==> src/rtl/pipe_reg_pkg.sv <==
// ---------------------------------------------------------------------------
// pipe_reg_pkg
// Shared types and defaults for the skid-buffered pipeline stage register.
//   state_t        : handshake state (EMPTY / BUSY / FULL); 2'b11 is unused
//   DEFAULT_WIDTH  : default payload width
//   DEFAULT_CNT_W  : default stall-counter width
// ---------------------------------------------------------------------------
package pipe_reg_pkg;

    typedef enum logic [1:0] {
        EMPTY = 2'b00,   // no entry held
        BUSY  = 2'b01,   // main holds the only entry
        FULL  = 2'b10    // main holds the older entry, skid the younger
    } state_t;

    localparam int DEFAULT_WIDTH = 32;
    localparam int DEFAULT_CNT_W = 16;

endpackage

==> src/rtl/en_reg.sv <==
// ---------------------------------------------------------------------------
// en_reg
// Enable register with asynchronous reset and synchronous clear.
//   Clk  in  clock
//   Rst  in  asynchronous active-high reset, loads RESET_VALUE
//   Clr  in  synchronous clear, loads RESET_VALUE (wins over En)
//   En   in  load enable
//   D    in  WIDTH data in
//   Q    out WIDTH registered data out
// ---------------------------------------------------------------------------
module en_reg #(
    parameter int               WIDTH       = 32,
    parameter logic [WIDTH-1:0] RESET_VALUE = '0
) (
    input  logic             Clk,
    input  logic             Rst,
    input  logic             Clr,
    input  logic             En,
    input  logic [WIDTH-1:0] D,
    output logic [WIDTH-1:0] Q
);

    // NOTE: sequential state uses non-blocking assignments so every register
    // samples the pre-edge values of its neighbours, independent of block order.
    always_ff @(posedge Clk or posedge Rst) begin
        if (Rst) begin
            Q <= RESET_VALUE;
        end else if (Clr) begin
            Q <= RESET_VALUE;
        end else if (En) begin
            Q <= D;
        end
    end

endmodule

==> src/rtl/pipe_reg_skid.sv <==
// ---------------------------------------------------------------------------
// pipe_reg_skid
// Pipeline-stage register with valid/ready handshake and a one-entry skid
// buffer. In_Ready and Out_Valid are decoded from the state register only,
// and Saida comes straight from the main register, so no input reaches an
// output combinationally.
//   Clk          in  clock
//   Rst          in  asynchronous active-high reset
//   Flush        in  synchronous squash; empties the stage
//   Entrada      in  WIDTH upstream payload
//   In_Valid     in  upstream payload valid
//   In_Ready     out stage can accept
//   Saida        out WIDTH downstream payload (main register)
//   Out_Valid    out Saida valid
//   Out_Ready    in  downstream accepts
//   Stall_Count  out CNT_W saturating count of Out_Valid & ~Out_Ready cycles
// ---------------------------------------------------------------------------
module pipe_reg_skid
    import pipe_reg_pkg::*;
#(
    parameter int               WIDTH       = DEFAULT_WIDTH,
    parameter logic [WIDTH-1:0] RESET_VALUE = {WIDTH{1'b0}},
    parameter int               CNT_W       = DEFAULT_CNT_W
) (
    input  logic             Clk,
    input  logic             Rst,
    input  logic             Flush,
    input  logic [WIDTH-1:0] Entrada,
    input  logic             In_Valid,
    output logic             In_Ready,
    output logic [WIDTH-1:0] Saida,
    output logic             Out_Valid,
    input  logic             Out_Ready,
    output logic [CNT_W-1:0] Stall_Count
);

    localparam logic [CNT_W-1:0] CNT_MAX = '1;

    state_t           state, state_nxt;
    logic             main_en, skid_en;
    logic [WIDTH-1:0] main_d;
    logic [WIDTH-1:0] skid_q;
    logic             in_acc, out_acc;

    // Handshake decode: the unused 2'b11 encoding reads as EMPTY.
    assign In_Ready  = (state != FULL);
    assign Out_Valid = (state == BUSY) || (state == FULL);

    assign in_acc  = In_Valid  & In_Ready;
    assign out_acc = Out_Valid & Out_Ready;

    always_ff @(posedge Clk or posedge Rst) begin
        if (Rst) begin
            state <= EMPTY;
        end else begin
            state <= state_nxt;
        end
    end

    // NOTE: every signal written here gets a default first, so no path through
    // the case can leave one unassigned and infer a latch.
    always_comb begin
        state_nxt = state;
        main_en   = 1'b0;
        main_d    = Entrada;
        skid_en   = 1'b0;

        case (state)
            BUSY: begin
                if (in_acc && out_acc) begin
                    main_en = 1'b1;
                end else if (in_acc) begin
                    // Main is stuck downstream: park the younger entry.
                    skid_en   = 1'b1;
                    state_nxt = FULL;
                end else if (out_acc) begin
                    state_nxt = EMPTY;
                end
            end
            FULL: begin
                if (out_acc) begin
                    main_en   = 1'b1;
                    main_d    = skid_q;
                    state_nxt = BUSY;
                end
            end
            default: begin  // EMPTY and the illegal encoding
                if (in_acc) begin
                    main_en = 1'b1;
                end
                state_nxt = in_acc ? BUSY : EMPTY;
            end
        endcase

        // Flush drops any incoming entry; the data registers clear themselves
        // through their Clr port, and an output transfer this cycle still counts
        // as delivered because downstream saw Out_Valid & Out_Ready.
        if (Flush) begin
            state_nxt = EMPTY;
            main_en   = 1'b0;
            skid_en   = 1'b0;
        end
    end

    en_reg #(.WIDTH(WIDTH), .RESET_VALUE(RESET_VALUE)) u_main (
        .Clk (Clk),
        .Rst (Rst),
        .Clr (Flush),
        .En  (main_en),
        .D   (main_d),
        .Q   (Saida)
    );

    en_reg #(.WIDTH(WIDTH), .RESET_VALUE(RESET_VALUE)) u_skid (
        .Clk (Clk),
        .Rst (Rst),
        .Clr (Flush),
        .En  (skid_en),
        .D   (Entrada),
        .Q   (skid_q)
    );

    // Stall counter keeps counting during Flush; only Rst clears it.
    always_ff @(posedge Clk or posedge Rst) begin
        if (Rst) begin
            Stall_Count <= '0;
        end else if (Out_Valid && !Out_Ready && (Stall_Count != CNT_MAX)) begin
            Stall_Count <= Stall_Count + 1'b1;
        end
    end

endmodule

==> config.mk <==
export PLATFORM = sky130hd
export DESIGN_NAME = pipe_reg_skid
export DESIGN_NICKNAME = d
export VERILOG_FILES = /design/src/rtl/pipe_reg_pkg.sv /design/src/rtl/en_reg.sv /design/src/rtl/pipe_reg_skid.sv
export SDC_FILE = /design/constraint.sdc
export NUM_CORES = 1
export LEC_CHECK = 0
export BUFFER_PORTS_ARGS = -buffer_cell sky130_fd_sc_hd__buf_2
export CAP_MARGIN = 20
export CORE_MARGIN = 2
export CORE_UTILIZATION = 55
export CTS_CLUSTER_SIZE = 8
export DETAILED_ROUTE_END_ITERATION = 7
export PLACE_DENSITY = 0.8
export SETUP_SLACK_MARGIN = 0.5
export SYNTH_ARGS = -nofsm -noshare
export SYNTH_HDL_FRONTEND = slang
export SYNTH_HIERARCHICAL = 1
export SYNTH_SLANG_ARGS = --single-unit
==> constraint.sdc <==
create_clock -name Clk -period 2.2 [get_ports Clk]
set_input_delay 0.33 -clock Clk [delete_from_list [all_inputs] [get_ports Clk]]
set_output_delay 0.33 -clock Clk [all_outputs]
set_load 0.03 [all_outputs]
Word level (Yosys, flattened, before mapping)
Cells that the tools add are included.
Storage, ports and cells
  output and inout port bits: 50
  bits of input ports: 37
  bits in registers: 82
  logic and storage cells: 43
Operators by class
  muxes and demuxes: 21
  add/sub/neg operators: 1
  equality and inequality tests: 7
  reductions and logical operators: 8
  bitwise gates (word level): 2
Operators by type and width (count)
  two-way mux 32 bit: 6
  adder 16 x 1 -> 16 bit, second input constant: 1
  != test 16 bit, second input constant: 1
  two-way mux 2 bit: 5
  two-way mux 1 bit: 8
  != test 3 bit, second input constant: 2
  != test 4 bit, second input constant: 1
  one-hot mux 2 bit (2 select lines): 1
  nonzero test 2 bit: 2
  logical AND 1 bit: 3
  AND reduction 3 bit: 1
  bitwise AND 1 bit: 2
  equality test 2 x 1 -> 1 bit, second input constant: 1
  equality test 2 bit, second input constant: 1
  != test 2 bit, second input constant: 1
  one-hot mux 1 bit (2 select lines): 1
  logical NOT 1 bit: 1
  logical OR 1 bit: 1

Depth between registers and ports, before layout
Gate-level depths: netlist (run 1).
  depth in word-level cells: 9
  gate-level depth with buffers: 10
  gate-level depth less buffers: 8

Hierarchy
Netlist (run 1), hierarchy kept.
By module, submodules not included
  en_reg: times used 2, sequential area each 800.8 um^2, area an instance 1327.5 um^2, cells each 104
  pipe_reg_skid: times used 1, sequential area each 450.4 um^2, area an instance 1467.7 um^2, cells each 143

Worst setup path before layout (run 1)
Ideal clock, no wire load.
  kind: flip-flop to flip-flop
  from: reg state[0]
  to: reg u_main.Q[0]
  cell stages (with the launch flop): 11
  clock period less this slack: 1.933 ns
  arrival: 1.801 ns
  data required time: 2.068 ns
  setup time: 0.132 ns
  path slack: 0.267 ns
  path through: dfrtp_1 inv_1 ha_1 inv_1 nor2_1 o21ai_0 a21oi_1 buf_6 buf_12 mux2i_1 nor2_1
RTL lines
  start: declaration: line pipe_reg_skid.sv:39  | state_t state, state_nxt;
  start signal: assignment: line pipe_reg_skid.sv:56  | state <= state_nxt;
  != test 2 bit *: line pipe_reg_skid.sv:46  | assign In_Ready = (state != FULL);
  net In_Ready: line pipe_reg_skid.sv:30  | output logic In_Ready,
  bitwise AND 1 bit *: line pipe_reg_skid.sv:49  | assign in_acc = In_Valid & In_Ready;
  logical AND 1 bit: line pipe_reg_skid.sv:70  | if (in_acc && out_acc) begin
  two-way mux 1 bit: line pipe_reg_skid.sv:70
  one-hot mux 1 bit (2 select lines) *: line pipe_reg_skid.sv:68  | case (state)
  two-way mux 1 bit *: line pipe_reg_skid.sv:98  | if (Flush) begin
  net main_en: line pipe_reg_skid.sv:40  | logic main_en, skid_en;
  nonzero test 2 bit (no source line) *
  end signal: assignment: line en_reg.sv:27  | Q <= RESET_VALUE;
  end signal: assignment: line en_reg.sv:29  | Q <= RESET_VALUE;
  end signal: assignment: line en_reg.sv:31  | Q <= D;
  end: declaration: line en_reg.sv:20  | output logic [WIDTH-1:0] Q
Mark *: on every way through the listed nets, which the timed path passes. The rest lies on a longest branch. The select of a mux whose other input is x is not followed.
A chain may end at the register's enable or synchronous reset.

Worst setup path in the final report (run 1)
  from: reg state[1]
  to: reg u_skid.Q[14]
On the way
  longest elaborated chain between the ends: 8
Ends and longest elaborated chain
  equality test 2 x 1 -> 1 bit / equality test 2 bit (equally long branches): line pipe_reg_skid.sv:47, pipe_reg_skid.sv:68
  logical OR 1 bit: line pipe_reg_skid.sv:47  | assign Out_Valid = (state == BUSY) || (state == FULL);
  bitwise AND 1 bit: line pipe_reg_skid.sv:50  | assign out_acc = Out_Valid & Out_Ready;
  logical AND 1 bit: line pipe_reg_skid.sv:70
  two-way mux 1 bit: line pipe_reg_skid.sv:70
  two-way mux 1 bit *: line pipe_reg_skid.sv:68
  two-way mux 1 bit *: line pipe_reg_skid.sv:98
  net skid_en: line pipe_reg_skid.sv:40
  nonzero test 2 bit (no source line) *
  end signal: assignment: line en_reg.sv:27
  end signal: assignment: line en_reg.sv:29
  end signal: assignment: line en_reg.sv:31
  end: declaration: line en_reg.sv:20
Mark *: on every way through the listed nets, which the timed path passes. The rest lies on a longest branch.

==> results of run 1 <==
==> routing by layer <==
layer | vias up | GRT usage, % | routed length, µm
li1 | 1429 | - | -
met1 | 1568 | 31.8 | 4240
met2 | 93 | 41.3 | 5110
met3 | 15 | 5.18 | 480
met4 | 0 | 9.10 | 171
met5 | - | 0 | 0
==> placed cells by master, fill, tap and decap left out, types with 3 or more instances in the layout <==
cell type | netlist | routed
inv_1 | 7 | 4
buf_6 | 2 | 3
dfrtp_2 | 0 | 4
nor2_2 | 1 | 3
xor2_1 | 13 | 13
nand3_1 | 5 | 4
nand4_2 | 4 | 4
buf_16 | 0 | 3
buf_2 | 5 | 85
dfrtp_1 | 82 | 78
mux2i_4 | 0 | 3
mux2i_1 | 64 | 59
o21ai_0 | 7 | 6
mux2_1 | 5 | 5
buf_12 | 6 | 5
nor3_2 | 2 | 3
nand2_1 | 8 | 5
buf_4 | 1 | 14
nor2_1 | 73 | 70
ha_4 | 0 | 3
clkbuf_8 | 0 | 9
a21oi_1 | 4 | 3
mux2_2 | 27 | 27
==> timing repair <==
action | 4_1_cts | 5_1_grt
resized for setup | 26 | 14
hold buffers | 1 | 0
hold endpoints to repair | 7 | 0
gates cloned | 4 | 2
endpoints found under the setup margin | 71 | 75
pin swaps | 7 | 5
setup buffers | 10 | 4
==> worst min-delay path, delay by kind of cell <==
family	cells	cell delay [ps]
simple gates	1	80
mux	1	60
buf+inv	1	80
==> cell families after synthesis <==
family	share of synthesized area, %
AO/OA/AOI/OAI	2.85
XOR/XNOR	2.76
flip-flops	49.8
adder cells (fa/ha/maj)	0.911
buffers and inverters	5.43
AND/OR/NAND/NOR	13.6
multiplexers	24.6
==> final cells by class <==
class	count	area [µm²]
fillers	521	1940
repair buffers	115	855
flip-flops and latches	82	2060
inverters	7	28.8
clock buffers	9	124
clock inverters	7	78.8
well taps	99	124
multi-input cells	242	2050
==> through the flow <==
step / utilization (%) / hold slack (ps) / std cells / setup slack [ps]
global placement: 64.0 / 325 / 524 / 295
detailed placement: 64.0 / 323 / 524 / 160
CTS: 71.2 / 217 / 555 / 344
finish: 73.3 / 227 / 561 / 288
floorplan: - / 268 / 351 / 458
global route: 73.3 / 236 / 561 / 212
==> worst max-delay path by stage <==
stage / startpoint / to / slack [ps] / cells after the start
3_5_place_dp: state[1] / u_skid/Q[26] / 160 / 7
2_1_floorplan: state[0] / u_skid/Q[0] / 460 / 9
4_1_cts: state[1] / u_main/Q[12] / 340 / 6
5_1_grt: state[1] / u_skid/Q[20] / 210 / 7
3_3_place_gp: state[0] / u_main/Q[1] / 300 / 7
6_report: state[1] / u_skid/Q[14] / 290 / 7
==> report_power, final <==
group | leakage [nW] | internal [mW] | switching, mW
combinational | 1.37 | 0.294 | 0.401
clock | 0.0973 | 0.534 | 0.584
sequential | 1.12 | 1.59 | 0.0996
total | 2.59 | 2.42 | 1.08
==> registers in the layout (all words and copies together) (netlist names) <==
name / flops
u_main/Q: 32
u_skid/Q: 32
Stall_Count: 16
state: 2
==> out/metrics.cfg, run 1 <==
[outcome]
status = completed

[setup_path]
path_buf_inv = 3
crit_type = register to register
cp_top_family = buffers and inverters
startpoint_type = register
rr_startpoint = state[1]
crit_required_ps = 2420
endpoint_kind = register
cp_slowest_cell = dfrtp_1
worstPathMaxFanout = 7
crit_top_cell = buf_6
rrSetupSlack_ps = 290
reg2reg_depth = 7
path_cells = ha_4 -> buf_6 -> nor4_4 -> buf_6 -> buf_12 -> mux2i_1 -> nor2_1
worst_r2r_endpoint = u_skid/Q[14]
cp_slowest_stage_delay_ps = 440
cp.arrival_ps = 2130

[floorplanning]
num_rows = 31
die_w_um = 90.6
io_pins = 87
initial_core_util_pct = 56.8
die-area_um2 = 8200
core_area_um2 = 7250
die_h_um = 90.6

[pwr]
power.density_nw_per_um2 = 659
max-vdd-ir-drop_mv = 0.672
total_power_mw = 3.50
leakagePower_nw = 2.59

[min_path]
worstHoldEndpoint = u_skid/Q[10]
hp-class = primary input to register
whs_path_depth = 3
hold_start = Entrada[10]

[finish]
postLayoutCellArea_um2 = 5320
layout-drive-gt1-share_pct = 43.1
area_growth_pct = 28.9
final_nets = 497
diodes = 0

[timing]
finalHoldViolCount = 0
grt_setup_unrepaired = true
final.period_utilization_pct = 86.9
worst_slew_pin_slew_ps = 755
setup_tns_ps = 0
period_needed_ps = 1910
max_slew_margin_pct = 49.6
slew_violations = 0
skew_ps = 9.93
setup_viol = 0
max_freq_mhz = 523

[yosys]
syn_area_um2 = 4120
synth_edf_count = 0
synth.distinct_cells = 39
synth_area_per_cell_um2 = 11.7
yosys-top-cells-count = 82 x dfrtp_1, 73 x nor2_1, 64 x mux2i_1
syn_nets = 391
syn_inst = 351
ys_top_cells_by_area = dfrtp_1 50%, mux2i_1 16%, mux2_2 7.4%
yosysTopAreaCell = dfrtp_1
synth_flop_cell = dfrtp_1
synth_seq_cells = 82
synth_top_area_share_pct = 49.8
synth_seq_area_share_pct = 49.8
yosys_warnings = 6
ys_async_sr_fraction_pct = 100
yosysMostFrequentCell = dfrtp_1

[global_route]
antenna_found_initial = 0
grt_usage_pct = 24.7
grt_max_degree = 39
grt_pass1_vias = 3204
grt_pass1_wl_mm = 16.1
overflow = 0

[placed_design]
placed_area_um2 = 4640
gp_congestion = 0.824
hpwl_mm = 5.83
port_buffers = 86

[drt]
dr.pass1.iters = 4
wl_per_cell_um = 17.8
drtIter0Drc = 111
wirelength_mm = 10.0
vias_per_cell = 5.53
final_antenna_net_count = 0
drcViolationCount = 0
vias = 3105

[clock_network]
cts_tree = yes
cts.sinks = 82
clock_path_buffers = 2
cts-root-buf = clkbuf_8
numCtsBuffers = 9
clk_pin_slew_worst_paths_ps = 90
htree_levels = 3
clk_latency_ps = 350

[job]
maxCapViolCount = 0

No activity file was read; power rests on OpenSTA's default activity.
==> run 2: changes to the inputs <==
--- a/config.mk
+++ b/config.mk
@@ -8,10 +8,10 @@
 export BUFFER_PORTS_ARGS = -buffer_cell sky130_fd_sc_hd__buf_2
 export CAP_MARGIN = 20
 export CORE_MARGIN = 2
-export CORE_UTILIZATION = 55
+export CORE_UTILIZATION = 50
 export CTS_CLUSTER_SIZE = 8
 export DETAILED_ROUTE_END_ITERATION = 7
-export PLACE_DENSITY = 0.8
+export PLACE_DENSITY = 0.74
 export SETUP_SLACK_MARGIN = 0.5
 export SYNTH_ARGS = -nofsm -noshare
 export SYNTH_HDL_FRONTEND = slang
==> out/metrics.cfg, run 2 (synthesis gave the netlist of run 1 again) <==
[outcome]
status = completed  ; unchanged

[clock_network]
clk_latency_ps = 370  ; was 350 ps
cts-root-buf = clkbuf_8  ; unchanged
clk_pin_slew_worst_paths_ps = 100  ; was 90 ps
clock_path_buffers = 2  ; unchanged
numCtsBuffers = 9  ; unchanged
htree_levels = 3  ; unchanged
cts.sinks = 82  ; unchanged
ctsHoldBuffers = 0  ; was 1
cts_tree = yes  ; unchanged

[finish]
layout-drive-gt1-share_pct = 43.7  ; was 43.1%
final_nets = 497  ; unchanged
final-seq-area_um2 = 2060  ; unchanged
multi_input_area_um2 = 2100  ; was 2050 µm²
area_growth_pct = 29.4  ; was 28.9%
fillers = 651  ; was 521
top_regs = u_main/Q (32), u_skid/Q (32), Stall_Count (16)  ; unchanged
diodes = 0  ; unchanged
finalNonFillerCells = 567  ; was 561
mostFrequentLayoutCell = buf_2  ; unchanged
mostFrequentLayoutCells = 85 x buf_2, 78 x dfrtp_1, 70 x nor2_1, 61 x mux2i_1, 27 x mux2_2  ; was 85 x buf_2, 78 x dfrtp_1, 70 x nor2_1, 59 x mux2i_1, 27 x mux2_2

[floorplanning]
die-area_um2 = 8990  ; was 8200 µm²
initial_core_util_pct = 50.9  ; was 56.8%
die_h_um = 94.8  ; was 90.6 µm
die_w_um = 94.8  ; was 90.6 µm
num_rows = 33  ; was 31
io_pins = 87  ; unchanged
core_area_um2 = 8090  ; was 7250 µm²

[timing]
setup_viol = 0  ; unchanged
final.period_utilization_pct = 86.2  ; was 86.9%
skew_ps = 15.6  ; was 9.93 ps
slew_violations = 0  ; unchanged
setup_tns_ps = 0  ; unchanged
max_slew_margin_pct = 52.6  ; was 49.6%
max_freq_mhz = 527  ; was 523 MHz
finalHoldViolCount = 0  ; unchanged
period_needed_ps = 1900  ; was 1910 ps
grt_setup_unrepaired = true  ; unchanged
worst_slew_pin_slew_ps = 710  ; was 755 ps

[drt]
vias_per_cell = 5.36  ; was 5.53
final_antenna_net_count = 0  ; unchanged
drcViolationCount = 0  ; unchanged
vias = 3041  ; was 3105
wl_per_cell_um = 17.2  ; was 17.8 µm
dr.pass1.iters = 4  ; unchanged
drtIter0Drc = 87  ; was 111
wirelength_mm = 9.74  ; was 10.0 mm

[global_route]
antenna_found_initial = 0  ; unchanged
grt_pass1_vias = 2860  ; was 3204
grt_pass1_wl_mm = 14.3  ; was 16.1 mm
grt_max_degree = 67  ; was 39
overflow = 0  ; unchanged
grt_usage_pct = 20.7  ; was 24.7%

[setup_path]
endpoint_kind = register  ; unchanged
cp-startpoint = state[1]  ; unchanged
cp.arrival_ps = 2120  ; was 2130 ps
crit_required_ps = 2420  ; about the same
rrSetupSlack_ps = 300  ; was 290 ps
rr_startpoint = state[1]  ; unchanged
startpoint_type = register  ; unchanged
worstPathMaxFanout = 16  ; was 7
crit_type = register to register  ; unchanged

[placed_design]
port_buffers = 86  ; unchanged
hpwl_mm = 5.67  ; was 5.83 mm
placedCellCount = 529  ; was 524
gp_congestion = 0.773  ; was 0.824

[pwr]
total_power_mw = 3.57  ; was 3.50 mW
leakagePower_nw = 2.60  ; was 2.59 nW
max-vdd-ir-drop_mv = 0.686  ; was 0.672 mV
power.density_nw_per_um2 = 670  ; was 659 nW/µm²

[job]
maxCapViolCount = 0  ; unchanged

[min_path]
hp-class = primary input to async pin  ; was primary input to register

==> run 2: cell types whose count changed in the layout (fill, tap and decap cells not counted), moves of 3 or more <==
cell and delta:
mux2i_4 -3, inv_6 +3, nor3_4 +3, buf_6 +4
==> run 2: layer usage <==
layer	global-route usage [%]	vias up	wire, µm
met3	4.79	14	452
met2	33.0	80	4840
met5	0	-	0
met1	28.5	1513	4300
met4	5.92	0	142
li1	-	1434	-
==> run 2: where the power goes <==
part           leakage (nW)  total, mW  internal [mW]  switching (mW)
registers              1.12       1.68           1.59          0.0909
logic                  1.38      0.719          0.304           0.415
clock network         0.104       1.17          0.570           0.601
==> run 2: cell type report <==
cell class	instances	share of cell area, %
multi-input cells	243	39.3
flip-flops and latches	82	38.5
repair buffers	114	15.2
clock buffers	10	2.58
well taps	105	2.46
clock inverters	6	1.36
inverters	7	0.492
==> run 2: final timing paths <==
check                                     to  depth (start not counted)
max in group asynchronous           state[1]                          2
worst min-delay path            u_main/Q[28]                          3
worst max-delay path            u_main/Q[23]                          6
worst min register to register   u_main/Q[6]                          2
worst max register to register  u_main/Q[23]                          6
min in group Clk                u_skid/Q[24]                          3
==> run 2: critical path, stage by stage (launching register included) <==
cell and delay [ps]:
dfrtp_2 440, ha_4 280, nor2b_4 260, nand2_4 220, mux2_2 320, mux2i_1 160, nor2_1 80
==> run 2: metrics by stage <==
stage / worst slack, ps / hold slack, ps / cell area [µm²] / util, %
4_1_cts: 316 / 84.1 / 4990 / 61.7
2_1_floorplan: 458 / 268 / 4180 / -
6_report: 304 / 71.6 / 5340 / 65.9
3_3_place_gp: 259 / 477 / 4610 / 57.0
3_5_place_dp: 190 / 482 / 4610 / 57.0
5_1_grt: 222 / 96.9 / 5340 / 65.9
==> run 2: what timing repair did <==
item	in CTS	in global routing
resized for setup	16	37
pin swaps	3	9
buffers inserted	8	6
setup endpoints to repair	68	79
cloned	3	5
